### src/rtl/mem_arbiter.sv
// -----------------------------------------------------------------------------
// mem_arbiter
//
// Shares one unified single-port memory between the pipeline's instruction
// fetch port (IF) and data port (MEM stage). Requests are serialised with a
// fair alternating grant. Address, write data and read data are registered,
// and each completed access returns a one-cycle ready pulse that the hazard
// logic uses to release its stall.
//
// Parameters
//   XLEN     address / data width
//   TIMEOUT  maximum cycles a granted access waits for mem_ack (watchdog only)
//
// Optional feature
//   ARB_TIMEOUT_EN  when defined, a wait counter abandons an access after
//                   TIMEOUT cycles without mem_ack. The matching ready pulses
//                   together with err and the matching rdata is loaded with 0.
//                   When undefined, the arbiter waits indefinitely and err is 0.
//
// Ports
//   clk        in   clock, all state changes on the rising edge
//   reset      in   asynchronous active-low reset
//   if_req     in   fetch request, held until if_ready
//   if_addr    in   fetch address (PC)
//   if_rdata   out  registered fetched instruction
//   if_ready   out  one-cycle pulse, fetch complete
//   d_req      in   data request, held until d_ready
//   d_we       in   1 = store, 0 = load
//   d_addr     in   data address
//   d_wdata    in   store data
//   d_rdata    out  registered load data
//   d_ready    out  one-cycle pulse, data access complete
//   mem_req    out  memory access active
//   mem_we     out  memory write enable
//   mem_addr   out  memory address
//   mem_wdata  out  memory write data
//   mem_rdata  in   memory read data, valid with mem_ack
//   mem_ack    in   memory completes the current access this cycle
//   err        out  one-cycle pulse alongside a ready pulse on a timeout
// -----------------------------------------------------------------------------
module mem_arbiter #(
  parameter int XLEN    = 32,
  parameter int TIMEOUT = 15
) (
  input  logic            clk,
  input  logic            reset,
  input  logic            if_req,
  input  logic [XLEN-1:0] if_addr,
  output logic [XLEN-1:0] if_rdata,
  output logic            if_ready,
  input  logic            d_req,
  input  logic            d_we,
  input  logic [XLEN-1:0] d_addr,
  input  logic [XLEN-1:0] d_wdata,
  output logic [XLEN-1:0] d_rdata,
  output logic            d_ready,
  output logic            mem_req,
  output logic            mem_we,
  output logic [XLEN-1:0] mem_addr,
  output logic [XLEN-1:0] mem_wdata,
  input  logic [XLEN-1:0] mem_rdata,
  input  logic            mem_ack,
  output logic            err
);

  // A zero timeout would abandon every access before the memory could answer.
  if (TIMEOUT < 1) begin : g_timeout_check
    $error("mem_arbiter: TIMEOUT must be at least 1");
  end

  typedef enum logic [1:0] {
    S_IDLE  = 2'd0,
    S_DATA  = 2'd1,
    S_INSTR = 2'd2
  } state_t;

  // Encoding of the port that received the most recent grant.
  localparam logic LG_DATA  = 1'b0;
  localparam logic LG_INSTR = 1'b1;

  state_t state;
  state_t state_nxt;
  logic   last_grant;

  logic   if_elig;
  logic   d_elig;
  logic   grant_d;
  logic   grant_i;
  logic   busy;
  logic   done;
  logic   timed_out;

  // ---------------------------------------------------------------------------
  // State register (process 1 of 3)
  // ---------------------------------------------------------------------------
  // NOTE: sequential state is assigned with <= so every register samples the
  // values from before the edge, independent of statement order.
  always_ff @(posedge clk or negedge reset) begin
    if (!reset) begin
      state      <= S_IDLE;
      last_grant <= LG_INSTR;
    end else begin
      state <= state_nxt;
      if (grant_d)      last_grant <= LG_DATA;
      else if (grant_i) last_grant <= LG_INSTR;
    end
  end

  // ---------------------------------------------------------------------------
  // Next-state logic (process 2 of 3)
  // ---------------------------------------------------------------------------
  // NOTE: the default assignment at the top keeps this block purely
  // combinational; a path that leaves state_nxt unassigned would infer a latch.
  always_comb begin
    state_nxt = state;
    unique case (state)
      S_IDLE: begin
        if (grant_d)      state_nxt = S_DATA;
        else if (grant_i) state_nxt = S_INSTR;
      end
      S_DATA, S_INSTR: begin
        if (done) state_nxt = S_IDLE;
      end
      default: state_nxt = S_IDLE;
    endcase
  end

  // ---------------------------------------------------------------------------
  // Output / grant decode (process 3 of 3)
  // ---------------------------------------------------------------------------
  // A port whose ready is pulsing this cycle has just been served; excluding it
  // here is what stops the same port being re-granted in its ready cycle.
  always_comb begin
    if_elig = if_req & ~if_ready;
    d_elig  = d_req  & ~d_ready;
    grant_d = 1'b0;
    grant_i = 1'b0;
    if (state == S_IDLE) begin
      // Both eligible: serve the port that did not get the previous grant.
      grant_d = d_elig  & (~if_elig | (last_grant == LG_INSTR));
      grant_i = if_elig & (~d_elig  | (last_grant == LG_DATA));
    end
    busy    = (state != S_IDLE);
    mem_req = busy;
    // mem_ack beats the watchdog: timed_out is only raised without an ack.
    done    = busy & (mem_ack | timed_out);
  end

  // ---------------------------------------------------------------------------
  // Optional wait watchdog
  // ---------------------------------------------------------------------------
`ifdef ARB_TIMEOUT_EN
  localparam int CW = $clog2(TIMEOUT + 1);

  logic [CW-1:0] wait_cnt;

  // The cycle in which the counter already shows TIMEOUT-1 is the TIMEOUT-th
  // cycle without an ack, so the access is dropped at the end of that cycle.
  assign timed_out = busy & ~mem_ack & (wait_cnt == CW'(TIMEOUT - 1));

  always_ff @(posedge clk or negedge reset) begin
    if (!reset) begin
      wait_cnt <= '0;
    end else if (grant_d | grant_i) begin
      wait_cnt <= '0;
    end else if (busy & ~mem_ack & ~timed_out) begin
      wait_cnt <= wait_cnt + 1'b1;
    end
  end
`else
  assign timed_out = 1'b0;
  assign err       = 1'b0;
`endif

  // ---------------------------------------------------------------------------
  // Registered datapath and ready pulses
  // ---------------------------------------------------------------------------
  // The mem_* registers load only at grant, so requester changes to address or
  // data while an access is in flight never reach the memory.
  always_ff @(posedge clk or negedge reset) begin
    if (!reset) begin
      mem_we    <= 1'b0;
      mem_addr  <= '0;
      mem_wdata <= '0;
      if_rdata  <= '0;
      d_rdata   <= '0;
      if_ready  <= 1'b0;
      d_ready   <= 1'b0;
`ifdef ARB_TIMEOUT_EN
      err       <= 1'b0;
`endif
    end else begin
      if_ready <= 1'b0;
      d_ready  <= 1'b0;
`ifdef ARB_TIMEOUT_EN
      err      <= done & timed_out;
`endif

      if (grant_d) begin
        mem_we    <= d_we;
        mem_addr  <= d_addr;
        mem_wdata <= d_wdata;
      end else if (grant_i) begin
        mem_we    <= 1'b0;
        mem_addr  <= if_addr;
        mem_wdata <= '0;
      end

      // Store completions load d_rdata too; the consumer ignores it.
      if (done && state == S_DATA) begin
        d_rdata <= timed_out ? '0 : mem_rdata;
        d_ready <= 1'b1;
      end
      if (done && state == S_INSTR) begin
        if_rdata <= timed_out ? '0 : mem_rdata;
        if_ready <= 1'b1;
      end
    end
  end

endmodule

### config.mk
export PLATFORM = sky130hd
export DESIGN_NAME = mem_arbiter
export DESIGN_NICKNAME = d
export VERILOG_FILES = /design/src/rtl/mem_arbiter.sv
export SDC_FILE = /design/constraint.sdc
export NUM_CORES = 1
export LEC_CHECK = 0
export CORE_MARGIN = 1.5
export CORE_UTILIZATION = 44
export CTS_BUF_LIST = sky130_fd_sc_hd__clkbuf_8
export CTS_CLUSTER_DIAMETER = 150
export DETAILED_ROUTE_END_ITERATION = 16
export PLACE_DENSITY = 0.84
export SYNTH_ARGS = -nofsm -noshare
export SYNTH_HDL_FRONTEND = slang
export SYNTH_SLANG_ARGS = --single-unit
export TNS_END_PERCENT = 30
### constraint.sdc
create_clock -name clk -period 4.25 [get_ports clk]
set_input_delay 0.85 -clock clk [delete_from_list [all_inputs] [get_ports clk]]
set_output_delay 0.85 -clock clk [all_outputs]
set_load 0.05 [all_outputs]
==> results.json, run 1 <==
{
  "status": "completed",
  "vias": 4121,
  "final_common_cell": "clkdlybuf4s50_1",
  "whs_path_depth": 2,
  "syn_area_mm2": 0.005167,
  "final-hold-violation-count": 0,
  "drv_cap": 0,
  "finalSetupViolCount": 0,
  "drive_above_1_share_pct": 15.91,
  "worstSetupStartpointType": "register",
  "peakVddDrop_mv": 0.6564,
  "hp-start": "mem_addr[12]$_DFFE_PN0P_",
  "core_area_mm2": 0.01142,
  "ys_seq_area_share_pct": 64.92,
  "die_area_mm2": 0.01240,
  "drc_errors": 0,
  "yosysUniqueCellTypes": 24,
  "first_iter_violations": 195,
  "gp_congestion": 0.8121,
  "io_buffer_count": 265,
  "fill_cells": 808,
  "die_h_um": 111.4,
  "grt-ovfl-total": 0,
  "crit_required_ns": 3.40,
  "leakage_nw": 3.585,
  "diodes": 0,
  "yosys_register_bits": 134,
  "ctsResizeCount": 0,
  "drt_pass1_iterations": 4,
  "slew_headroom_pct": 39.87,
  "grt_pass1_wl_um": 22980,
  "finalCritPeriodShare_pct": 70.44,
  "max_freq_mhz": 334.0,
  "postCtsSetupRepairBufs": 0,
  "slew_viol_final": 0,
  "grt_use_total_pct": 23.61,
  "htree_levels": 4,
  "avgSynthCellArea_um2": 13.49,
  "arrival_ns": 2.14,
  "rsz0062_at_grt": "false",
  "tns_ns": 0,
  "clock_latency_ns": 0.42,
  "dp_hpwl_um": 10620,
  "rr_worst_depth": 6,
  "ctsHoldBuffers": 0,
  "grt_pass1_vias": 4598,
  "cts_tree": "done",
  "wl_um": 14280,
  "numCtsBuffers": 17,
  "clock-sinks": 134,
  "die_w_um": 111.4,
  "final_cell_mix": "clkdlybuf4s50_1, dfrtp_1, mux2_2, nand2_1, a22o_1",
  "critPathMaxFanout": 6,
  "post_drt_wl_per_cell_um": 17.79,
  "multi_input_area_mm2": 0.001667,
  "finalCriticalPeriod_ns": 2.994,
  "grt_max_degree": 97,
  "seq_area_mm2": 0.003354,
  "yosysWarnings": 0,
  "min_to": "mem_addr[12]$_DFFE_PN0P_",
  "rows": 39,
  "cts_max_path_buffers": 2,
  "fin_worst_skew_ns": 0.009197,
  "ant_nets": 0,
  "syn-num-nets": 520,
  "endpoint_kind": "primary output",
  "syn_inst": 383,
  "power_density_mw_per_mm2": 946.5,
  "worstMarginPinSlew_ns": 0.9019,
  "clk_pin_slew_worst_paths_ns": 0.07,
  "io_pins": 267,
  "antenna_found_initial": 0,
  "start_util_pct": 45.26,
  "holdWs_ns": 0.4806,
  "viasPerCell": 5.132,
  "r2r-start": "state[1]$_DFFE_PN0P_",
  "r2r_slack_ns": 1.90,
  "syn_to_final_growth_pct": 60.46,
  "path_class": "reg2out",
  "min_path_type": "reg2reg",
  "r2r-end": "if_rdata[5]$_DFFE_PN0P_",
  "nNetsFinal": 784,
  "root_buffer": "clkbuf_8"
}
worst max path at each step:
stage / start / endpoint / slack [ns] / cells past startpoint
floorplan: if_req / mem_addr[23]$_DFFE_PN0P_ / 2.36 / 6
global route: state[1]$_DFFE_PN0P_ / mem_req / 1.16 / 4
CTS: state[0]$_DFFE_PN0P_ / mem_req / 1.22 / 4
detailed placement: mem_ack / if_rdata[10]$_DFFE_PN0P_ / 1.37 / 5
global placement: mem_ack / if_rdata[11]$_DFFE_PN0P_ / 1.42 / 5
finish: state[0]$_DFFE_PN0P_ / mem_req / 1.26 / 4
report_power, final:
part	total [mW]	internal (mW)	leakage [nW]	switching, mW
combinational	4.68	1.62	1.73	3.06
clock	0.933	0.479	0.192	0.454
sequential	2.24	1.90	1.67	0.334
total	7.85	4.00	3.58	3.84
final cells by class:
class                      count  area share (%)
timing repair buffer         272           32.74
clock inverter                13           1.117
inverter                       6          0.2716
tap                          143           2.158
multi-input combinational    216           20.10
sequential                   134           40.46
clock buffer                  19           3.154
stage by stage:
step / setup WS (ns) / util (%) / std cells / power, mW / area (µm²)
after global routing: 1.160 / 72.62 / 803 / 8.204 / 8292
after CTS: 1.217 / 72.62 / 803 / 7.922 / 8292
final: 1.256 / 72.62 / 803 / 7.848 / 8292
after floorplan: 2.360 / - / 383 / 5.270 / 5167
after global placement: 1.420 / 69.52 / 771 / 6.852 / 7938
after detailed placement: 1.367 / 69.52 / 771 / 6.957 / 7938
layer usage:
layer	share of wire [%]	vias up	track usage (%)
li1	-	1905	-
met1	38	1991	26.48
met2	51	191	40.98
met3	7.8	34	7.567
met4	3.1	0	11.14
met5	0	-	0
logic make-up after synthesis:
kind of cell,Yosys count,share of synthesized area [%]
flip-flops,134,64.92
other,1,0.07257
adder cells (fa/ha/maj),3,0.7265
AO/OA/AOI/OAI,102,13.27
buffers and inverters,33,3.172
AND/OR/NAND/NOR,46,3.898
multiplexers,64,13.95
state kept, by name, indices dropped and copies added, names as in the netlist:
name / flops
mem_addr: 32
if_ready: 1
mem_we: 1
state: 2
if_rdata: 32
d_ready: 1
d_rdata: 32
mem_wdata: 32
last_grant: 1
synthesized netlist by cell type, drive strengths merged:
master	count	area, µm²
o22ai	32	200.2
nand3	1	5.000
a32oi	1	8.760
ha	3	37.54
o21ai	34	170.2
nor3b	2	20.02
nand2b	1	6.260
nand2	36	135.1
inv	6	22.52
conb	1	3.750
clkbuf	5	18.77
nor2b	3	23.78
dfrtp	133	3328
o21a	1	7.510
buf	22	122.6
nor2	3	11.26
dfstp	1	26.28
mux2	64	720.7
o32a	1	10.01
a22o	33	289.0
critical path, cell delays in order (launching register included):
cell	delay, ns
dfrtp_1	0.35
inv_1	0.07
ha_1	0.29
inv_1	0.16
clkdlybuf4s50_1	0.86
Power figures use the tool's default switching activity.
==> run 2, diff against run 1 <==
Settings changed: CORE_UTILIZATION 44 to 41, PLACE_DENSITY 0.84 to 0.79.
Clock period 4.25 ns to 2.9 ns, I/O delays scaled along.
==> run 2 against run 1 <==
Net effect: clock-buffer cell count rose by 2; sequential power up 46%; final area rose by 0.98%; non-clock buffer count grew 3; largest cell class unchanged; sequential share of layout area is 0.39 points lower; core utilization shrank 3.8 points; critical path depth unchanged; clock power is 39% higher; global-route usage increased by 0.052 points; clock skew is essentially flat; first-iteration DRC count rose by 6.7%; critical endpoint unchanged.
==> results.json, run 2 (synthesized netlist as in run 1, its figures left out) <==
{
  "status": "completed",
  "clock-sinks": 134,
  "finalCritPeriodShare_pct": 95.88,
  "r2r-start": "state[0]$_DFFE_PN0P_",
  "io_pins": 267,
  "syn_to_final_growth_pct": 62.03,
  "grt_pass1_wl_um": 23610,
  "drv_cap": 0,
  "die_w_um": 115.3,
  "critPathBufInv": 3,
  "final_common_cell": "clkdlybuf4s50_1",
  "finalSetupViolCount": 0,
  "slew_viol_final": 0,
  "grt_use_met2_pct": 41.75,
  "r2r_slack_ns": 0.81,
  "cp_common_cell": "inv_1",
  "worst_path_largest_cell_delay_ns": 0.86,
  "met3_usage_pct": 8.593,
  "finalCriticalPeriod_ns": 2.780,
  "htree_levels": 4,
  "worstMarginPinSlew_ns": 0.5788,
  "diodes": 0,
  "final_cell_mix": "clkdlybuf4s50_1, dfrtp_1, mux2_2, nand2_1, a22o_1",
  "clk_pin_slew_worst_paths_ns": 0.07,
  "drt_pass1_iterations": 4,
  "cts_max_path_buffers": 2,
  "root_buffer": "clkbuf_8",
  "power_density_mw_per_mm2": 1378,
  "final-hold-violation-count": 0,
  "first_iter_violations": 208,
  "leakage_nw": 3.622,
  "die_area_mm2": 0.01329,
  "fin_worst_skew_ns": 0.009209,
  "final_core_util_pct": 68.85,
  "core_area_mm2": 0.01216,
  "worstSetupStartpointType": "register",
  "start_util_pct": 42.49,
  "critPathMaxFanout": 6,
  "viasPerCell": 5.095,
  "grt-ovfl-total": 0,
  "rsz0062_at_grt": "false",
  "min_path_type": "in2async",
  "postCtsSetupRepairBufs": 0,
  "grt_max_degree": 77,
  "wl_um": 15350,
  "clock_latency_ns": 0.43,
  "cpMaxStageDelayCell": "clkdlybuf4s50_1",
  "crit_required_ns": 2.32,
  "nNetsFinal": 787,
  "path_cells": "inv_1 -> ha_1 -> inv_1 -> clkdlybuf4s50_1",
  "ctsHoldBuffers": 0,
  "dp_hpwl_um": 11420,
  "grt_use_total_pct": 23.66,
  "numCtsBuffers": 17,
  "r2r-end": "mem_addr[25]$_DFFE_PN0P_",
  "grt_pass1_vias": 4607,
  "cts_tree": "done",
  "vias": 4229,
  "tns_ns": 0,
  "grt_busiest_layer": "met2",
  "die_h_um": 115.3,
  "slew_headroom_pct": 61.29,
  "path_class": "reg2out",
  "ctsResizeCount": 0,
  "gp_congestion": 0.8231,
  "cp_top_family": "buffers and inverters",
  "max_freq_mhz": 359.7,
  "startpoint": "state[0]$_DFFE_PN0P_",
  "arrival_ns": 2.20,
  "drive_above_1_share_pct": 15.86,
  "io_buffer_count": 265,
  "antenna_found_initial": 0,
  "endpoint_kind": "primary output",
  "ant_nets": 0,
  "met1_usage_pct": 24.48,
  "rows": 40,
  "drc_errors": 0,
  "rr_worst_depth": 7,
  "post_drt_wl_per_cell_um": 18.49,
  "peakVddDrop_mv": 0.8890
}
==> run 2: cell types whose count changed in the layout (fill, tap and decap cells not counted), moves of 2 or more <==
cell / delta
clkbuf_8: +2
clkinvlp_4: -3
buf_12: +4
inv_1: +2
==> run 2: stage by stage <==
step           cell area [µm²]  worst slack, ns  power, mW  instances  hold slack [ns]
2_1_floorplan             5167            1.105      7.723        383           0.2844
3_3_place_gp              8041           0.5825      10.12        799           0.4620
3_5_place_dp              8041           0.3953      10.30        799           0.4701
4_1_cts                   8373          0.08092      11.64        830           0.1324
5_1_grt                   8373          0.03948      12.06        830           0.1430
6_report                  8373           0.1196      11.54        830           0.1441
==> run 2: cell type report <==
class                      instances  area, µm²
inverter                           6      22.52
sequential                       134       3354
tap                              168      210.2
clock buffer                      21      289.0
multi-input combinational        216       1667
timing repair buffer             275       2788
clock inverter                    10      42.54
fill                             906       3789
==> run 2: worst max-delay path by stage <==
stage,endpoint,slack [ns],cells after the start
floorplan,mem_wdata[10]$_DFFE_PN0P_,1.10,7
global placement,mem_addr[3]$_DFFE_PN0P_,0.58,6
detailed placement,mem_addr[25]$_DFFE_PN0P_,0.40,6
CTS,mem_req,0.08,4
global route,mem_req,0.04,4
finish,mem_req,0.12,4
==> run 2: routing by layer <==
layer / routed length (µm) / vias up
met3: 1308 / 48
met5: 0 / -
met4: 648 / 0
li1: - / 1921
met2: 7944 / 187
met1: 5446 / 2073
==> run 2: where the power goes <==
| group | internal [mW] | total [mW] | switching [mW] |
|---|---|---|---|
| sequential | 2.79 | 3.27 | 0.486 |
| clock | 0.652 | 1.30 | 0.652 |
| combinational | 2.44 | 6.96 | 4.52 |
==> patch 1: new RTL, settings of run 2 <==
Encoding of `state_t`: now one-hot (3 bits for 3 states).
--- a/src/rtl/mem_arbiter.sv
+++ b/src/rtl/mem_arbiter.sv
@@ -69,8 +69,8 @@
   end
 
-  typedef enum logic [1:0] {
-    S_IDLE  = 2'd0,
-    S_DATA  = 2'd1,
-    S_INSTR = 2'd2
+  typedef enum logic [2:0] {
+    S_IDLE  = 3'b001,
+    S_DATA  = 3'b010,
+    S_INSTR = 3'b100
   } state_t;
 
Check against the original RTL: same outputs for any inputs over 4 cycles, from zero or initial values and one cycle with reset low; so few cycles prove little.
==> patch 1 against run 2 <==
  * Worst setup slack lost 0.012 ns
  * Sequential cell count grew 1
  * Design area grew 2.0%
  * Via count grew 2.3%
  * Non-clock buffer count is the same
  * Wire length shrank 0.98%
  * Power is essentially flat
  * Register-to-register slack gained 0.25 ns
  * Clock skew grew 0.00063 ns
  * Synthesized area grew 2.9%
  * Largest cell class unchanged
  * Highest routed layer unchanged
==> patch 1: results (changes against run 2) <==
| Metric | Value |
|---|---|
| Skew final | 0.009837 ns (was 0.009209 ns) |
| DR iter-0 viols | 240 (was 208) |
| I/O Buffers | 265 (unchanged) |
| First-pass GRT wire length | 23180 um (was 23610 um) |
| Crit-path max cell delay | 0.75 ns (was 0.86 ns) |
| Status | finished clean (unchanged) |
| GP Congestion | 0.7539 (was 0.8231) |
| Largest net degree at the start of global routing | 54 (was 77) |
| Layout Nets | 815 (was 787) |
| Main flop type after synthesis | dfrtp_1 (unchanged) |
| Leakage power | 3.643 nW (was 3.622 nW) |
| DPL Wire Length | 11030 um (was 11420 um) |
| Filler instances | 973 (was 906) |
| Share of layout cells above drive strength 1 | 16.14% (was 15.86%) |
| Synth unique cells | 28 (was 24) |
| Pre-CTS WS | 0.3910 ns (was 0.3953 ns) |
| Vias in the first global route | 4557 (was 4607) |
| Max VDD drop | 0.9300 mV (was 0.8890 mV) |
| Total vias in the final route | 4325 (was 4229) |
| Slew headroom | 62.23% (was 61.29%) |
| Post-Syn Nets | 549 (was 520) |
| Wirelength, routed | 15200 um (was 15350 um) |
| Total track usage | 22.63% (was 23.66%) |
| Worst path slowest cell | clkdlybuf4s50_1 (unchanged) |
| Commonest cells post-synth | 133 x dfrtp_1, 68 x a21oi_1, 61 x mux2_2 (was 133 x dfrtp_1, 64 x mux2_2, 36 x nand2_1) |
| Final core occ | 67.65% (was 68.85%) |
| Clk buf depth | 2 (unchanged) |
| Sequential share of the synthesized area | 63.59% (was 64.92%) |
| Top post-synthesis cells by area | dfrtp_1 63%, mux2_2 13%, a21oi_1 6.4% (was dfrtp_1 64%, mux2_2 14%, a22o_1 5.6%) |
[patch 1: cells by family after synthesis]
kind of cell,share of synthesized area [%]
AOI/OAI and AO/OA,12.76
DFF,63.59
buffers and inverters,3.436
muxes,13.56
other,0.07054
and+or+nand+nor,6.590
[patch 1: report_power, final]
| part | total, mW | switching, mW | internal [mW] |
|---|---|---|---|
| Combinational | 6.69 | 4.33 | 2.36 |
| Clock | 1.60 | 0.713 | 0.889 |
| Sequential | 3.24 | 0.497 | 2.75 |
| Total | 11.5 | 5.54 | 5.99 |
[patch 1: layer usage]
layer	global-route usage (%)	part of all wire [%]	vias to the layer above
li1	-	-	1981
met1	25.30	36	2106
met2	37.00	50	213
met3	11.43	12	25
met4	9.076	2.2	0
met5	0	0	-
[patch 1: metrics by stage]
step	cells	cell area [um2]	hold slack, ns
after floorplan	415	5316	0.2844
after global placement	834	8122	0.4706
after detailed placement	834	8122	0.4790
after CTS	866	8537	0.07647
after global routing	866	8537	0.08733
final	866	8537	0.07135
[patch 1: area by class of cell]
class	count	area (um2)	area share, %
well taps	172	215.2	2.521
multi-input cells	250	1764	20.67
clock inverters	13	153.9	1.803
inverters	2	7.507	0.08794
clock buffers	19	261.5	3.063
repair buffers	275	2754	32.26
flip-flops and latches	135	3381	39.60
[patch 1: worst paths after layout]
kind                             start      endpoint  slack, ns  depth (start not counted)
max in group asynchronous        reset   d_rdata[11]       1.98                          2
min reg2reg                d_rdata[10]   d_rdata[10]       0.50                          1
min in group clk           d_rdata[10]   d_rdata[10]       0.50                          1
max                           state[0]       mem_req       0.11                          3
max reg2reg                    d_ready  mem_wdata[3]       1.06                          5
min                              reset  if_rdata[16]       0.07                          1
==> patch 2: new RTL, config.mk and constraints of run 2 <==
Without the edit above. Set the parameter `XLEN` to 24 (it was 32).
--- a/src/rtl/mem_arbiter.sv
+++ b/src/rtl/mem_arbiter.sv
@@ -40,5 +40,5 @@
 // -----------------------------------------------------------------------------
 module mem_arbiter #(
-  parameter int XLEN    = 32,
+  parameter int XLEN    = 24,
   parameter int TIMEOUT = 15
 ) (
Interface: changed (8 resized); port bits go from 267 to 203. The function was not compared with the original's and may differ.
==> patch 2 against run 2 <==
  * Fmax up 5.8%
  * Design area down 24%
  * Clock power down 30%
  * Synthesized cell count down 23%
  * Synthesized area down 22%
  * Sequential cell count down 32
  * Final cell count down 24%
  * Worst setup slack better by 0.15 ns
  * Largest cell class unchanged
  * Power down 25%
  * Via count down 26%
  * Hold slack better by 0.10 ns
  * Wire length down 31%
  * Critical endpoint unchanged
  * Critical path depth unchanged
  * Highest routed layer unchanged
==> patch 2: results (changes against run 2) <==
| Metric | Value |
|---|---|
| Status | finished clean (unchanged) |
| Max VDD drop | 0.8800 mV (was 0.8890 mV) |
| Fin cells | 628 (was 830) |
| Vias per inst | 4.959 (was 5.095) |
| Wirelength, routed | 10590 um (was 15350 um) |
| Internal | 4.402 mW (was 5.881 mW) |
| Post-placement cell count | 612 (was 799) |
| Clock power frac | 10.5% (was 11.3%) |
| P_sw | 4.280 mW (was 5.657 mW) |
| Arrival time worst endpoint | 2.05 ns (was 2.20 ns) |
| Vias in the first global route | 3338 (was 4607) |
| DPL Wire Length | 7928 um (was 11420 um) |
| Largest net degree at the start of global routing | 54 (was 77) |
| Crit-path max cell delay | 0.83 ns (was 0.86 ns) |
| Clk_lat worst skew | 0.36 ns (was 0.43 ns) |
| Reg2reg end | d_rdata[6] (was mem_addr[25]) |
| # H-tree levels | 3 (was 4) |
| Fin crit share | 90.63% (was 95.88%) |
| Leakage power | 2.718 nW (was 3.622 nW) |
| Total track usage | 20.47% (was 23.66%) |
| Commonest cells post-synth | 101 x dfrtp_1, 48 x mux2_2, 26 x nand2_1 (was 133 x dfrtp_1, 64 x mux2_2, 36 x nand2_1) |
| DR iter-0 viols | 90 (was 208) |
| GP Congestion | 0.7533 (was 0.8231) |
| Share of layout cells above drive strength 1 | 16.03% (was 15.86%) |
| First-pass GRT wire length | 16320 um (was 23610 um) |
| Pre-CTS WS | 0.5402 ns (was 0.3953 ns) |
| I/O Buffers | 201 (was 265) |
| Slew headroom | 55.10% (was 61.29%) |
-- patch 2: changes by cell type in the layout (fill, tap and decap cells not counted), moves of 7 or more --
cell and delta:
clkdlybuf4s50_1 -64, dfrtp_1 -32, o21ai_0 -26, o21ai_1 +18, mux2_2 -16, clkbuf_8 -11, nand2_1 -10, a22o_1 -8
o22ai_1 -8, inv_1 -7
-- patch 2: worst max-delay path, delay by kind of cell (launching register included) --
family | cells | cell delay (ns)
adders and majority gates | 1 | 0.29
buffers and inverters | 3 | 1.03
DFF | 1 | 0.37
-- patch 2: how the worst min path moves through the flow --
stage          slack (ns)  cells after the start         from            to
2_1_floorplan        0.28                      0        reset    d_rdata[0]
3_3_place_gp         0.47                      2  mem_addr[1]   mem_addr[1]
3_5_place_dp         0.48                      2  mem_addr[2]   mem_addr[2]
4_1_cts              0.26                      1        reset   d_rdata[22]
5_1_grt              0.28                      1        reset   d_rdata[22]
6_report             0.25                      1        reset  if_rdata[22]
-- patch 2: layer usage --
metal	vias to the layer above	share of wire [%]	track usage, %
met5	-	0	0
met1	1521	38	23.00
met2	123	50	34.84
li1	1460	-	-
met3	10	11	9.371
met4	0	1.2	6.428
-- patch 2: logic make-up (layout without fill, tap and decap cells) --
group	after synthesis	count (layout)	synth area share [%]
buffers and inverters	25	229	4.254
multiplexers	48	48	13.42
other	1	1	0.09308
AO/OA/AOI/OAI	78	78	13.14
adder cells (fa/ha/maj)	3	3	0.9318
flip-flops	102	102	63.39
AND/OR/NAND/NOR	38	38	4.782
-- patch 2: layout make-up --
class	count	area [um2]	share of cell area (%)
clock buffers	10	137.6	2.173
multi-input cells	168	1311	20.70
clock inverters	6	67.56	1.067
flip-flops and latches	102	2554	40.32
well taps	129	161.4	2.548
repair buffers	207	2079	32.83
inverters	6	22.52	0.3556
